===== config.mk =====
export PLATFORM = sky130hd
export DESIGN_NAME = mc_ctrl_fsm_flat
export DESIGN_NICKNAME = d
export VERILOG_FILES = /design/src/rtl/mc_ctrl_fsm_if.sv /design/src/rtl/mc_ctrl_fsm.sv /design/src/flat_wrapper.sv
export SDC_FILE = /design/constraint.sdc
export NUM_CORES = 1
export LEC_CHECK = 0
export CORE_MARGIN = 2
export CORE_UTILIZATION = 35
export DETAILED_ROUTE_END_ITERATION = 12
export SKIP_CTS_REPAIR_TIMING = 1
export SLEW_MARGIN = 25
export SYNTH_ARGS = -nofsm -noshare
export SYNTH_HDL_FRONTEND = slang
export SYNTH_SLANG_ARGS = --single-unit

===== constraint.sdc =====
create_clock -name clk -period 2.5 [get_ports clk]
set_clock_uncertainty 0.1 [all_clocks]
set_input_delay 0.5 -clock clk [delete_from_list [all_inputs] [get_ports clk]]
set_output_delay 0.5 -clock clk [all_outputs]
set_load 0.01 [all_outputs]

===== src/rtl/mc_ctrl_fsm_if.sv =====
// Control bus between the multi-cycle main controller and the IR/IFU/GRF/ALU/DM datapath.
// MC_MEM_WAIT_EN adds the dm_ready return signal from data memory.
interface mc_ctrl_fsm_if #(
  parameter int CNT_W = 32
);
  logic [5:0]       opcode;
  logic [5:0]       funct;
  logic             zero;
`ifdef MC_MEM_WAIT_EN
  logic             dm_ready;
`endif
  logic             ir_we;
  logic             pc_we;
  logic             PCSrc;
  logic             Jump;
  logic             jr;
  logic             reg_we;
  logic [1:0]       reg_dst;
  logic [1:0]       mem_to_reg;
  logic             alu_src;
  logic [1:0]       ext_op;
  logic [2:0]       alu_op;
  logic             mem_we;
  logic [2:0]       state;
  logic [CNT_W-1:0] instr_cnt;

  // Controller side.
  modport master (
`ifdef MC_MEM_WAIT_EN
    input  dm_ready,
`endif
    input  opcode, funct, zero,
    output ir_we, pc_we, PCSrc, Jump, jr, reg_we, reg_dst, mem_to_reg,
    output alu_src, ext_op, alu_op, mem_we, state, instr_cnt
  );

  // Datapath side.
  modport slave (
`ifdef MC_MEM_WAIT_EN
    output dm_ready,
`endif
    output opcode, funct, zero,
    input  ir_we, pc_we, PCSrc, Jump, jr, reg_we, reg_dst, mem_to_reg,
    input  alu_src, ext_op, alu_op, mem_we, state, instr_cnt
  );
endinterface


===== src/rtl/mc_ctrl_fsm.sv =====
// Multi-cycle main controller: FETCH/DECODE/EXEC/MEM/WB sequencing, decode and retire counter.
// Optional MC_MEM_WAIT_EN: MEM is held until data memory returns dm_ready.
module mc_ctrl_fsm #(
  parameter int CNT_W = 32
) (
  input  logic           clk,
  input  logic           reset,
  mc_ctrl_fsm_if.master  bus
);

  typedef enum logic [2:0] {
    S_FETCH  = 3'd0,
    S_DECODE = 3'd1,
    S_EXEC   = 3'd2,
    S_MEM    = 3'd3,
    S_WB     = 3'd4
  } state_t;

  localparam logic [5:0] OP_RTYPE = 6'b000000;
  localparam logic [5:0] OP_ORI   = 6'b001101;
  localparam logic [5:0] OP_LUI   = 6'b001111;
  localparam logic [5:0] OP_LW    = 6'b100011;
  localparam logic [5:0] OP_SW    = 6'b101011;
  localparam logic [5:0] OP_BEQ   = 6'b000100;
  localparam logic [5:0] OP_J     = 6'b000010;
  localparam logic [5:0] OP_JAL   = 6'b000011;
  localparam logic [5:0] FN_ADD   = 6'b100000;
  localparam logic [5:0] FN_SUB   = 6'b100010;
  localparam logic [5:0] FN_JR    = 6'b001000;

  localparam logic [2:0] ALU_ADD   = 3'd0;
  localparam logic [2:0] ALU_SUB   = 3'd1;
  localparam logic [2:0] ALU_OR    = 3'd2;
  localparam logic [2:0] ALU_PASSB = 3'd3;
  localparam logic [1:0] EXT_ZERO  = 2'd0;
  localparam logic [1:0] EXT_SIGN  = 2'd1;
  localparam logic [1:0] EXT_LUI   = 2'd2;

  state_t           state_q, state_d;
  logic [CNT_W-1:0] cnt_q;

  logic is_r, is_add, is_sub, is_jr, is_ori, is_lui, is_lw, is_sw, is_beq, is_j, is_jal;
  logic is_arith, is_imm, is_mem, mem_done;

  logic       ir_we_c, pc_we_c, pcsrc_c, jump_c, jr_c, reg_we_c, mem_we_c, alu_src_c;
  logic [1:0] reg_dst_c, mem_to_reg_c, ext_op_c;
  logic [2:0] alu_op_c;

  assign is_r     = (bus.opcode == OP_RTYPE);
  assign is_add   = is_r && (bus.funct == FN_ADD);
  assign is_sub   = is_r && (bus.funct == FN_SUB);
  assign is_jr    = is_r && (bus.funct == FN_JR);
  assign is_ori   = (bus.opcode == OP_ORI);
  assign is_lui   = (bus.opcode == OP_LUI);
  assign is_lw    = (bus.opcode == OP_LW);
  assign is_sw    = (bus.opcode == OP_SW);
  assign is_beq   = (bus.opcode == OP_BEQ);
  assign is_j     = (bus.opcode == OP_J);
  assign is_jal   = (bus.opcode == OP_JAL);
  assign is_arith = is_add || is_sub;
  assign is_imm   = is_ori || is_lui;
  assign is_mem   = is_lw || is_sw;

  // Memory handshake: the controller presents the access in MEM (mem_we for sw) and keeps
  // presenting it every cycle until dm_ready=1; MEM is left on the edge where dm_ready=1.
`ifdef MC_MEM_WAIT_EN
  assign mem_done = bus.dm_ready;
`else
  assign mem_done = 1'b1;
`endif

  always_ff @(posedge clk) begin
    if (reset) begin
      state_q <= S_FETCH;
      cnt_q   <= '0;
    end else begin
      state_q <= state_d;
      if (pc_we_c) cnt_q <= cnt_q + {{(CNT_W-1){1'b0}}, 1'b1};
    end
  end

  always_comb begin
    state_d      = state_q;
    ir_we_c      = 1'b0;
    pc_we_c      = 1'b0;
    pcsrc_c      = 1'b0;
    jump_c       = 1'b0;
    jr_c         = 1'b0;
    reg_we_c     = 1'b0;
    mem_we_c     = 1'b0;
    reg_dst_c    = 2'd0;
    mem_to_reg_c = 2'd0;
    alu_src_c    = 1'b0;
    ext_op_c     = EXT_ZERO;
    alu_op_c     = ALU_ADD;
    case (state_q)
      S_FETCH: begin
        ir_we_c = 1'b1;
        state_d = S_DECODE;
      end
      S_DECODE: begin
        // j/jal/jr and every unrecognised encoding retire here.
        if (is_arith || is_imm || is_mem || is_beq) begin
          state_d = S_EXEC;
        end else begin
          pc_we_c = 1'b1;
          jump_c  = is_j || is_jal;
          jr_c    = is_jr;
          if (is_jal) begin
            reg_we_c     = 1'b1;
            reg_dst_c    = 2'd2;
            mem_to_reg_c = 2'd2;
          end
          state_d = S_FETCH;
        end
      end
      S_EXEC: begin
        if (is_arith) begin
          alu_op_c = is_sub ? ALU_SUB : ALU_ADD;
        end else if (is_ori) begin
          alu_op_c  = ALU_OR;
          alu_src_c = 1'b1;
          ext_op_c  = EXT_ZERO;
        end else if (is_lui) begin
          alu_op_c  = ALU_PASSB;
          alu_src_c = 1'b1;
          ext_op_c  = EXT_LUI;
        end else if (is_mem) begin
          alu_op_c  = ALU_ADD;
          alu_src_c = 1'b1;
          ext_op_c  = EXT_SIGN;
        end else if (is_beq) begin
          alu_op_c = ALU_SUB;
        end
        if (is_mem) begin
          state_d = S_MEM;
        end else if (is_arith || is_imm) begin
          state_d = S_WB;
        end else begin
          pc_we_c = 1'b1;
          pcsrc_c = is_beq && bus.zero;
          state_d = S_FETCH;
        end
      end
      S_MEM: begin
        mem_we_c = is_sw;
        if (mem_done) begin
          if (is_lw) begin
            state_d = S_WB;
          end else begin
            pc_we_c = 1'b1;
            state_d = S_FETCH;
          end
        end
      end
      S_WB: begin
        reg_we_c     = 1'b1;
        pc_we_c      = 1'b1;
        reg_dst_c    = is_arith ? 2'd1 : 2'd0;
        mem_to_reg_c = is_lw ? 2'd1 : 2'd0;
        state_d      = S_FETCH;
      end
      default: state_d = S_FETCH;
    endcase
  end

  // Write enables are suppressed while reset is held so an abandoned instruction commits nothing.
  assign bus.ir_we      = ir_we_c  && !reset;
  assign bus.pc_we      = pc_we_c  && !reset;
  assign bus.reg_we     = reg_we_c && !reset;
  assign bus.mem_we     = mem_we_c && !reset;
  assign bus.PCSrc      = pcsrc_c;
  assign bus.Jump       = jump_c;
  assign bus.jr         = jr_c;
  assign bus.reg_dst    = reg_dst_c;
  assign bus.mem_to_reg = mem_to_reg_c;
  assign bus.alu_src    = alu_src_c;
  assign bus.ext_op     = ext_op_c;
  assign bus.alu_op     = alu_op_c;
  assign bus.state      = state_q;
  assign bus.instr_cnt  = cnt_q;

endmodule


===== src/flat_wrapper.sv =====
// flat-port wrapper written by rule: the top's interface ports become plain ports
module mc_ctrl_fsm_flat 
#(
  parameter int CNT_W = 32
)
  (clk, reset, bus_opcode, bus_funct, bus_zero, bus_ir_we, bus_pc_we, bus_PCSrc, bus_Jump, bus_jr, bus_reg_we, bus_reg_dst, bus_mem_to_reg, bus_alu_src, bus_ext_op, bus_alu_op, bus_mem_we, bus_state, bus_instr_cnt);
  mc_ctrl_fsm_if #(.CNT_W(CNT_W)) bus_i ();
  input  logic clk;
  input  logic reset;
  input wire logic [$bits(bus_i.opcode)-1:0] bus_opcode;
  input wire logic [$bits(bus_i.funct)-1:0] bus_funct;
  input wire logic [$bits(bus_i.zero)-1:0] bus_zero;
  output wire logic [$bits(bus_i.ir_we)-1:0] bus_ir_we;
  output wire logic [$bits(bus_i.pc_we)-1:0] bus_pc_we;
  output wire logic [$bits(bus_i.PCSrc)-1:0] bus_PCSrc;
  output wire logic [$bits(bus_i.Jump)-1:0] bus_Jump;
  output wire logic [$bits(bus_i.jr)-1:0] bus_jr;
  output wire logic [$bits(bus_i.reg_we)-1:0] bus_reg_we;
  output wire logic [$bits(bus_i.reg_dst)-1:0] bus_reg_dst;
  output wire logic [$bits(bus_i.mem_to_reg)-1:0] bus_mem_to_reg;
  output wire logic [$bits(bus_i.alu_src)-1:0] bus_alu_src;
  output wire logic [$bits(bus_i.ext_op)-1:0] bus_ext_op;
  output wire logic [$bits(bus_i.alu_op)-1:0] bus_alu_op;
  output wire logic [$bits(bus_i.mem_we)-1:0] bus_mem_we;
  output wire logic [$bits(bus_i.state)-1:0] bus_state;
  output wire logic [$bits(bus_i.instr_cnt)-1:0] bus_instr_cnt;
  assign bus_i.opcode = bus_opcode;
  assign bus_i.funct = bus_funct;
  assign bus_i.zero = bus_zero;
  assign bus_ir_we = bus_i.ir_we;
  assign bus_pc_we = bus_i.pc_we;
  assign bus_PCSrc = bus_i.PCSrc;
  assign bus_Jump = bus_i.Jump;
  assign bus_jr = bus_i.jr;
  assign bus_reg_we = bus_i.reg_we;
  assign bus_reg_dst = bus_i.reg_dst;
  assign bus_mem_to_reg = bus_i.mem_to_reg;
  assign bus_alu_src = bus_i.alu_src;
  assign bus_ext_op = bus_i.ext_op;
  assign bus_alu_op = bus_i.alu_op;
  assign bus_mem_we = bus_i.mem_we;
  assign bus_state = bus_i.state;
  assign bus_instr_cnt = bus_i.instr_cnt;
  mc_ctrl_fsm #(.CNT_W(CNT_W)) u_core (.clk(clk), .reset(reset), .bus(bus_i));
endmodule

==> impl_metrics.env <==
export IMPL_wire_per_inst_um=13.8
export IMPL_power_leakage_nw=1.64
export IMPL_cp_max_fo=4
export IMPL_gp_congestion=0.806
export IMPL_diodes=0
export IMPL_ys_flop_type="dfxtp_1"
export IMPL_startpoint="bus_opcode[4]"
export IMPL_overflow=0
export IMPL_finalHoldViolCount=0
export IMPL_synthesis_area_um2=2450
export IMPL_worst_skew_pair_late_latency_ns=0.29
export IMPL_grtUsageMet3_pct=2.92
export IMPL_detailedRoute_firstIterationViolations=30
export IMPL_ys_ff_latch=35
export IMPL_rsz0062_at_grt="true"
export IMPL_yosys_cell_types_count=50
export IMPL_synth_xor_area_share_pct=0.358
export IMPL_numCtsBuffers=5
export IMPL_max_freq_mhz=412
export IMPL_fill_cells=657
export IMPL_globalRouteTotalUtil_pct=17.2
export IMPL_syn_to_final_growth_pct=49.4
export IMPL_irDropWorstVdd_uv=199
export IMPL_cp_data_required_time_ns=1.90
export IMPL_die_area_um2=7680
export IMPL_r2r_start="u_core.bus.state[0]"
export IMPL_numClockSinks=35
export IMPL_start_util_pct=36.0
export IMPL_num_io_pins=67
export IMPL_pwr_share_clk_pct=36.1
export IMPL_port_buffers=65
export IMPL_synth_edff_count=0
export IMPL_dpl_cell_count=474
export IMPL_synth_cells=295
export IMPL_cts_tree="done"
export IMPL_die_x_um=87.6
export IMPL_hold_start="reset"
export IMPL_synth_fa_ha_area_share_pct=0.511
export IMPL_max_slew_margin_pct=46.1
export IMPL_grt_max_degree=45
export IMPL_async_flop_share_pct=0
export IMPL_hp_class="primary input to flip-flop"
export IMPL_nets=404
export IMPL_setup_violations=0
export IMPL_htree_levels=2
export IMPL_use_met1_pct=24.7
export IMPL_cp_arrival_ns=1.83
export IMPL_detail_route_antenna_nets=0
export IMPL_power_internal_mw=0.814
export IMPL_viasPerCell=5.00
export IMPL_dp_hpwl_um=4850
export IMPL_grt_pass1_wl_um=10600
export IMPL_synthMuxAreaShare_pct=13.8
export IMPL_drive_gt1_share_pct=26.9
export IMPL_worstSetupPathType="primary input to output port"
export IMPL_fp_dieH_um=87.6
export IMPL_dpl_instance_area_um2=3390
export IMPL_yosys_area_share_simple_pct=35.4
export IMPL_worst_pin_slew_ns=0.808
export IMPL_multi_input_area_um2=1760
export IMPL_rows=30
export IMPL_power_share_switching_pct=26.8
export IMPL_yosys_warnings=0
export IMPL_design_area_um2=3660
export IMPL_fin_crit_ns=2.43
export IMPL_combPwrFrac_pct=12.8
export IMPL_root_buffer="clkbuf_8"
export IMPL_first_pass_iters=4
export IMPL_synth_top_family_by_area="simple AND/OR/NAND/NOR gates"
export IMPL_preCtsSetupSlack_ns=-0.592
export IMPL_clk_pin_slew_ns=0.08
export IMPL_core_area_um2=6790
export IMPL_setup_tns_ns=0
export IMPL_status="complete, no violations"
export IMPL_synth_seq_area_share_pct=28.6
export IMPL_drc=0
export IMPL_avgSynthCellArea_um2=8.30
export IMPL_globalRouteMet2Util_pct=27.1
export IMPL_ff_latch_area_um2=704
export IMPL_critPathCaptureType="output port"
export IMPL_synth_fp_nets=311
export IMPL_fin_ws_ns=0.0744
export IMPL_drt_total_wl_um=6660
export IMPL_instances_no_fill=483
export IMPL_p_per_area_nw_per_um2=304
export IMPL_vias=2413
export IMPL_p_sw_mw=0.298
export IMPL_critPathLaunchType="primary input"
export IMPL_grt_pass1_vias=2177
export IMPL_fin_crit_sh_pct=97.0
export IMPL_busiest_layer="met2"
export IMPL_synth_compound_area_share_pct=15.9
export IMPL_drv_cap=0
export IMPL_pwr_share_seq_pct=51.1
export IMPL_cts_buffer_depth=2
export IMPL_slew_viol_final=0
export IMPL_antenna_found_initial=0
[per-stage QoR]
| step | power, mW | hold slack [ns] | util, % |
|---|---|---|---|
| floorplan | 0.642 | 0.425 | - |
| global placement | 0.710 | 0.411 | 49.9 |
| detailed placement | 0.712 | 0.412 | 49.9 |
| CTS | 1.12 | 0.409 | 51.1 |
| global route | 1.16 | 0.413 | 53.8 |
| finish | 1.11 | 0.407 | 53.8 |
[path summary, 6_finish.rpt]
path | to | slack, ns | depth (start not counted)
worst max-delay path | bus_ext_op[1] | 0.07 | 10
worst min-delay path | u_core.bus.state[0] | 0.41 | 2
worst max register to register | u_core.bus.instr_cnt[27] | 0.19 | 6
worst min register to register | u_core.bus.instr_cnt[1] | 0.42 | 2
[metal layers]
metal / part of all wire [%] / up-vias
met3: 2.7 / 3
met1: 51 / 1132
met5: 0 / -
met2: 46 / 42
met4: 0.33 / 0
li1: - / 1236
[worst max-delay path: stages]
cell and delay (ns):
buf_2 0.15, nor4_4 0.27, buf_4 0.16, nand4_4 0.10, buf_6 0.13, buf_4 0.14, nand3_4 0.07, nor2_2 0.04
and2_1 0.14, buf_2 0.13
[cell usage in the layout (no fill, tap or decap), types with 4 or more instances in the layout]
master	instances
a211oi_2	4
clkdlybuf4s50_1	38
buf_4	40
mux2_1	23
a21oi_2	11
and4_1	5
nor3_1	4
and3_1	5
and2_1	4
clkbuf_8	5
dlymetal6s2s_1	20
a21oi_1	11
dfxtp_1	32
nor2_1	42
mux2_2	7
nand2_1	15
inv_1	4
nand3_1	16
nand4_1	10
buf_2	4
nor2b_1	32
[power groups by stage]
| stage | clock [mW] | sequential (mW) | combinational (mW) |
|---|---|---|---|
| 2_1_floorplan | 0 | 0.581 | 0.0610 |
| 3_3_place_gp | 0 | 0.581 | 0.129 |
| 3_5_place_dp | 0 | 0.581 | 0.131 |
| 4_1_cts | 0.416 | 0.568 | 0.132 |
| 5_1_grt | 0.434 | 0.569 | 0.156 |
| 6_report | 0.401 | 0.568 | 0.142 |
[state kept, by name, summed over array words and instances, names as in the netlist]
name	count
u_core.bus.state	3
u_core.bus.instr_cnt	32
[synthesized netlist by cell type (2+ instances only)]
cell type   n  share of area (%)
a2111oi_2   5                3.1
and2_1      4                1.0
buf_2       3               0.61
nor2_1     45                6.9
a211oi_2    4                2.0
nor3b_1     3               0.92
nor2b_1    33                8.4
o21ai_0     2               0.41
nor4_1      2               0.51
nand4_1    10                2.6
buf_6       2               0.92
a21oi_1    12                2.5
mux2_1     23                 11
and3_1      5                1.3
mux2_2      7                3.2
a21oi_2    10                3.6
dfxtp_1    35                 29
buf_4       4                1.2
nand3_1    17                3.5
a211oi_1    3               0.92
nor3_1      5                1.0
nand2_1    15                2.3
and3b_1     2               0.72
clkbuf_1   10                1.5
and4_1      6                2.1
inv_1       4               0.61
[kinds of logic after synthesis]
group / Yosys count
other cells: 1
xor+xnor: 1
flops: 35
mux: 30
buf+inv: 25
fa+ha+maj: 1
compound gates: 45
simple gates: 157
[layout make-up]
class | count | share of cell area, %
well taps | 96 | 3.28
clock buffers | 5 | 1.88
clock inverters | 1 | 0.205
multi-input cells | 236 | 48.2
inverters | 4 | 0.411
flip-flops and latches | 35 | 19.3
repair buffers | 106 | 26.7
No activity file was read; power rests on OpenSTA's default activity.
